### src/rtl/vga_pkg.sv
// Shared VGA timing types, mode presets and helpers for the raster pipeline.
package vga_pkg;

   typedef struct packed {
      int unsigned h_visible;
      int unsigned h_front;
      int unsigned h_sync;
      int unsigned h_back;
      int unsigned v_visible;
      int unsigned v_front;
      int unsigned v_sync;
      int unsigned v_back;
      logic        h_sync_pol;  // 1 = active-high pulse
      logic        v_sync_pol;
   } vga_params_t;

   localparam vga_params_t VGA_640x480_60 = '{
      h_visible: 640, h_front: 16, h_sync: 96, h_back: 48,
      v_visible: 480, v_front: 10, v_sync: 2,  v_back: 33,
      h_sync_pol: 1'b0, v_sync_pol: 1'b0
   };

   localparam vga_params_t VGA_800x600_60 = '{
      h_visible: 800, h_front: 40, h_sync: 128, h_back: 88,
      v_visible: 600, v_front: 1,  v_sync: 4,   v_back: 23,
      h_sync_pol: 1'b1, v_sync_pol: 1'b1
   };

   localparam int unsigned MAX_LATENCY = 8;

   function automatic int unsigned h_total(vga_params_t p);
      return p.h_visible + p.h_front + p.h_sync + p.h_back;
   endfunction

   function automatic int unsigned v_total(vga_params_t p);
      return p.v_visible + p.v_front + p.v_sync + p.v_back;
   endfunction

endpackage

### src/rtl/vga_delay_line.sv
// Fixed-depth shift register with synchronous reset; DEPTH of 0 is a plain wire.
module vga_delay_line #(
   parameter int unsigned       WIDTH     = 1,
   parameter int unsigned       DEPTH     = 1,
   parameter logic [WIDTH-1:0]  RESET_VAL = '0
) (
   input  logic             clk_i,
   input  logic             reset_i,
   input  logic [WIDTH-1:0] data_i,
   output logic [WIDTH-1:0] data_o
);

   if (DEPTH == 0) begin : g_wire
      logic unused_clk_rst;
      assign unused_clk_rst = clk_i ^ reset_i;
      assign data_o = data_i;
   end else begin : g_regs
      logic [WIDTH-1:0] stage_q [DEPTH];

      always_ff @(posedge clk_i) begin
         if (reset_i) begin
            for (int i = 0; i < int'(DEPTH); i++) stage_q[i] <= RESET_VAL;
         end else begin
            stage_q[0] <= data_i;
            for (int i = 1; i < int'(DEPTH); i++) stage_q[i] <= stage_q[i-1];
         end
      end

      assign data_o = stage_q[DEPTH-1];
   end

endmodule

### src/rtl/vga_timing_pipe.sv
// Parametrised VGA raster generator: coordinate requests, renderer-latency-matched
// sync/blanking, frame/line strobes and a vblank-aligned buffer swap handshake.
module vga_timing_pipe
   import vga_pkg::*;
#(
   parameter vga_params_t params  = VGA_640x480_60,
   parameter int unsigned COLOR_W = 1,
   parameter int unsigned LATENCY = 1,
   localparam int unsigned XW = $clog2(params.h_visible),
   localparam int unsigned YW = $clog2(params.v_visible)
) (
   input  logic               vga_clk,
   input  logic               reset,
   output logic [XW-1:0]      pixel_x_target_next,
   output logic [YW-1:0]      pixel_y_target_next,
   output logic               pixel_req_valid,
   input  logic [COLOR_W-1:0] pixel_value_next,
   output logic               frame_start,
   output logic               line_start,
   output logic               vblank,
   input  logic               swap_req,
   output logic               swap_ack,
   output logic               buffer_sel,
   output logic               h_sync,
   output logic               v_sync,
   output logic [COLOR_W-1:0] pixel_signal
);

   localparam int unsigned HTotal = h_total(params);
   localparam int unsigned VTotal = v_total(params);
   localparam int unsigned HW     = $clog2(HTotal);
   localparam int unsigned VW     = $clog2(VTotal);

   localparam logic [HW-1:0] HLast     = HW'(HTotal - 1);
   localparam logic [HW-1:0] HVis      = HW'(params.h_visible);
   localparam logic [HW-1:0] HSyncBeg  = HW'(params.h_visible + params.h_front);
   // One extra bit so a zero back porch does not wrap the window end to 0.
   localparam logic [HW:0]   HSyncEnd  = (HW+1)'(params.h_visible + params.h_front
                                                  + params.h_sync);
   localparam logic [VW-1:0] VLast     = VW'(VTotal - 1);
   localparam logic [VW-1:0] VVis      = VW'(params.v_visible);
   localparam logic [VW-1:0] VSyncBeg  = VW'(params.v_visible + params.v_front);
   localparam logic [VW:0]   VSyncEnd  = (VW+1)'(params.v_visible + params.v_front
                                                  + params.v_sync);

   logic [HW-1:0] h_q, h_d;
   logic [VW-1:0] v_q, v_d;

   always_comb begin
      h_d = h_q + 1'b1;
      v_d = v_q;
      if (h_q == HLast) begin
         h_d = '0;
         v_d = (v_q == VLast) ? '0 : v_q + 1'b1;
      end
   end

   always_ff @(posedge vga_clk) begin
      if (reset) begin
         h_q <= '0;
         v_q <= '0;
      end else begin
         h_q <= h_d;
         v_q <= v_d;
      end
   end

   // Request stage, straight from the counters.
   logic h_vis, v_vis, hs_pulse, vs_pulse, swap_take;

   assign h_vis    = h_q < HVis;
   assign v_vis    = v_q < VVis;
   assign hs_pulse = (h_q >= HSyncBeg) && ({1'b0, h_q} < HSyncEnd);
   assign vs_pulse = (v_q >= VSyncBeg) && ({1'b0, v_q} < VSyncEnd);

   assign pixel_req_valid     = h_vis && v_vis;
   assign pixel_x_target_next = pixel_req_valid ? h_q[XW-1:0] : '0;
   assign pixel_y_target_next = pixel_req_valid ? v_q[YW-1:0] : '0;
   assign frame_start         = (h_q == '0) && (v_q == '0);
   assign line_start          = (h_q == '0) && v_vis;
   assign vblank              = !v_vis;
   assign swap_take           = swap_req && (h_q == '0) && (v_q == VVis);

   logic [2:0] req_bits, dly_bits;

   assign req_bits = {hs_pulse, vs_pulse, pixel_req_valid};

   vga_delay_line #(
      .WIDTH     (3),
      .DEPTH     (LATENCY),
      .RESET_VAL (3'b000)
   ) u_delay (
      .clk_i   (vga_clk),
      .reset_i (reset),
      .data_i  (req_bits),
      .data_o  (dly_bits)
   );

   logic               h_sync_q, h_sync_d;
   logic               v_sync_q, v_sync_d;
   logic [COLOR_W-1:0] pixel_q, pixel_d;
   logic               swap_ack_q, swap_ack_d;
   logic               buffer_sel_q, buffer_sel_d;

   always_comb begin
      h_sync_d     = dly_bits[2] ? params.h_sync_pol : ~params.h_sync_pol;
      v_sync_d     = dly_bits[1] ? params.v_sync_pol : ~params.v_sync_pol;
      pixel_d      = dly_bits[0] ? pixel_value_next : '0;
      swap_ack_d   = swap_take;
      buffer_sel_d = buffer_sel_q ^ swap_take;
   end

   always_ff @(posedge vga_clk) begin
      if (reset) begin
         h_sync_q     <= ~params.h_sync_pol;
         v_sync_q     <= ~params.v_sync_pol;
         pixel_q      <= '0;
         swap_ack_q   <= 1'b0;
         buffer_sel_q <= 1'b0;
      end else begin
         h_sync_q     <= h_sync_d;
         v_sync_q     <= v_sync_d;
         pixel_q      <= pixel_d;
         swap_ack_q   <= swap_ack_d;
         buffer_sel_q <= buffer_sel_d;
      end
   end

   assign h_sync       = h_sync_q;
   assign v_sync       = v_sync_q;
   assign pixel_signal = pixel_q;
   assign swap_ack     = swap_ack_q;
   assign buffer_sel   = buffer_sel_q;

endmodule
### config.mk
export PLATFORM = sky130hd
export DESIGN_NAME = vga_timing_pipe
export DESIGN_NICKNAME = d
export VERILOG_FILES = /design/src/rtl/vga_pkg.sv /design/src/rtl/vga_delay_line.sv /design/src/rtl/vga_timing_pipe.sv
export SDC_FILE = /design/constraint.sdc
export NUM_CORES = 1
export LEC_CHECK = 0
export CORE_MARGIN = 8
export CORE_UTILIZATION = 35
export DETAILED_ROUTE_END_ITERATION = 6
export GPL_TIMING_DRIVEN = 0
export PLACE_DENSITY = 0.56
export SLEW_MARGIN = 20
export SYNTH_ARGS = -nofsm -noshare
export SYNTH_HDL_FRONTEND = slang
export SYNTH_SLANG_ARGS = --single-unit
### constraint.sdc
create_clock -name vga_clk -period 2.65 [get_ports vga_clk]
set_input_delay 0.265 -clock vga_clk [delete_from_list [all_inputs] [get_ports vga_clk]]
set_output_delay 0.265 -clock vga_clk [all_outputs]
set_load 0.005 [all_outputs]
==> results.json <==
{
  "ys_ff_latch": 28,
  "ctsHoldBuffers": 0,
  "worstPathRequired_ps": 2380,
  "crit_chain": "inv_1 -> ha_1 -> nor3b_1 -> nand4_1 -> nor4_2 -> clkdlybuf4s50_1",
  "routabilityCongestion": 0.8338,
  "area_delta_synth_final_pct": 33.33,
  "synth_cell_types": 38,
  "postRouteAntennaNets": 0,
  "wl_mm": 3.176,
  "drtIter0Drc": 41,
  "firstDrtPassIters": 6,
  "clock-sinks": 28,
  "die_w_um": 78.74,
  "grt_pass1_wl_mm": 5.368,
  "fin_nets": 203,
  "hold_violations": 0,
  "yosysTopAreaCell": "dfxtp_1",
  "use_met2": 0.1773,
  "hold_ws_ps": 381.4,
  "path_max_fanout": 6,
  "period_needed_ps": 2454,
  "hold_path_class": "register to register",
  "grt_pass1_vias": 1139,
  "core_area_um2": 3885,
  "vias_per_cell": 4.930,
  "vdd_ir_drop_max_uv": 173.4,
  "placementRows": 23,
  "reg2reg_from": "h_q[0]",
  "tightest_slew_ps": 429.7,
  "setup_violations": 0,
  "met1_usage": 0.1227,
  "cp.arrival_ps": 2190,
  "clockRootBuffer": "clkbuf_8",
  "grt-busiest-layer": "met2",
  "track_usage": 0.1048,
  "worst-path-buf-inv": 2,
  "power.density_nw_per_um2": 450.6,
  "initial_utilization": 0.3546,
  "syn_area_um2": 1378,
  "final_layout_size_suffix_gt1_frac": 0.09794,
  "drv_cap": 0,
  "syn_nets": 167,
  "ios": 32,
  "routedWlPerCell_um": 13.02,
  "syn_avg_cell_area_um2": 8.664,
  "cts_tree": "done",
  "combPwrFrac": 0.070,
  "fin_crit_sh": 0.9259,
  "multiInputGateArea_um2": 774.5,
  "p_int_w": 0.0006625,
  "slew_headroom": 0.7135,
  "p_sw_w": 0.0001651,
  "drc": 0,
  "p_seq_frac": 0.521,
  "clk_pin_slew_ps": 90,
  "fmax_mhz": 407.5,
  "clk_latency_ps": 270,
  "synthTopCellsByArea": "dfxtp_1 (41%), and2_1 (7.7%), xor2_1 (6.4%)",
  "dp_hpwl_mm": 2.440,
  "post_dp_cell_area_um2": 1750,
  "gr-usage-met3": 0.02596,
  "start_kind": "register",
  "final-seq-area_um2": 560.5,
  "path_delay_family": "simple AND/OR/NAND/NOR gates",
  "grt_max_degree": 17,
  "p_clk_frac": 0.409,
  "reg2reg_setup_slack_ps": 810,
  "endpoint_kind": "primary output",
  "antenna_found_initial": 0,
  "clockBufferDepth": 2,
  "dp.cells": 240,
  "fin_cells": 244,
  "fin_area_um2": 1837,
  "htreeDepth": 1,
  "hp-start": "u_delay.g_regs.stage_q[0][1]",
  "yosysSeqAreaShare": 0.4069,
  "synth_top_area_share": 0.4069,
  "yosys_warnings": 0,
  "p_leak_nw": 0.7141,
  "slowest_delay_ps": 540,
  "post-route-util": 0.4728,
  "rsz0062_at_grt": "yes",
  "die-area_um2": 6199,
  "vias": 1203,
  "fillers": 377,
  "crit_path_start": "v_q[1]",
  "path_class": "register to primary output",
  "diodes": 0,
  "port_buffers": 31,
  "cts_buffers": 3,
  "die_h_um": 78.74,
  "finClkSkew_ps": 5.947,
  "grt_overflow": 0,
  "slew_viol_final": 0,
  "switching_share": 0.1995,
  "syn_inst": 159,
  "status": "finished, final reports clean",
  "critPathSlowestCell": "clkdlybuf4s50_1"
}
[cell usage in the layout (no fill, tap or decap), types with 2 or more instances in the layout]
cell and instances:
clkdlybuf4s50_1 31, dfxtp_1 28, nor2_1 20, and2_1 17
xor2_1 10, nand4_1 8, nand2_1 7, inv_1 6
a21oi_1 6, and3_1 5, o21ai_0 5, nor3_1 4
or3_1 4, ha_1 4, xnor2_1 3, nand3_1 3
clkbuf_8 3, buf_2 2, clkbuf_2 2, and4b_1 2
clkbuf_1 2, nand2b_1 2
[worst register-to-register path, cell delays in order (launching register included)]
cell and delay, ps:
dfxtp_1 410, ha_1 200, and3_1 150, buf_2 210
nand4_1 250, or3_1 400, a21oi_1 150
[timing repair]
item,4_1_cts,5_1_grt
endpoints found under the setup margin,0,20
setup buffers,0,0
resized for setup,0,7
[synthesized netlist by cell type, drive strengths merged]
library cell  count
nor3              4
and2             18
and4bb            1
or4b              2
nor4b             1
a21oi             6
or2               1
nand2             7
ha                4
nor2b             1
nand3             3
a41o              1
inv               6
xnor2             3
nor3b             1
buf               2
o21ai             5
nor2             20
or3               5
mux2i             1
nor4              2
xor2             10
nand2b            2
nand4bb           1
nand4             9
or2b              1
dfxtp            28
and3              5
clkbuf            5
and4b             2
or4               1
and4              1
[path summary, 6_finish.rpt]
kind / cells after the start / end
setup reg to reg: 6 / v_q[8]
setup / recovery: 6 / frame_start
hold / removal: 1 / v_sync
hold reg to reg: 1 / v_sync
[power by group through the flow]
stage          clock network (W)  registers [W]   logic, W
3_3_place_gp                   0       0.000441  0.0000569
2_1_floorplan                  0       0.000440  0.0000272
5_1_grt                 0.000363       0.000432  0.0000644
6_report                0.000338       0.000431  0.0000579
4_1_cts                 0.000347       0.000431  0.0000575
3_5_place_dp                   0       0.000441  0.0000572
[stage by stage]
| step | total power (W) | setup slack, ps | TNS, ps |
|---|---|---|---|
| 2_1_floorplan | 0.0004669 | 1003 | 0 |
| 3_3_place_gp | 0.0004975 | 370.2 | 0 |
| 3_5_place_dp | 0.0004980 | 329.1 | 0 |
| 4_1_cts | 0.0008353 | 0.2698 | 0 |
| 5_1_grt | 0.0008600 | -27.42 | -28.56 |
| 6_report | 0.0008276 | 196.2 | 0 |
[registers in the layout, summed over array words and instances (netlist names)]
register,cells
pixel_signal,1
h_q,10
u_delay.g_regs.stage_q,3
v_sync,1
v_q,10
h_sync,1
buffer_sel,1
swap_ack,1
[cell type report]
type,instances,share of cell area
inverter,6,0.01226
clock inverter,1,0.01635
buffer,7,0.01907
clock buffer,3,0.02248
tap,50,0.03406
multi-input combinational,118,0.4217
timing repair buffer,31,0.1689
sequential,28,0.3052
[cell families after synthesis]
| logic type | synth area share |
|---|---|
| buf+inv | 0.03995 |
| flops | 0.4069 |
| simple gates | 0.3797 |
| fa+ha+maj | 0.03633 |
| mux | 0.007266 |
| xor+xnor | 0.08265 |
| compound gates | 0.04723 |
[layer usage]
layer  routed length [µm]  share of wire
met5                    0              0
met4                   35          0.011
met1                 1410           0.44
met2                 1518           0.48
met3                  211          0.066
Note: power is estimated with default switching activity, not from simulation.
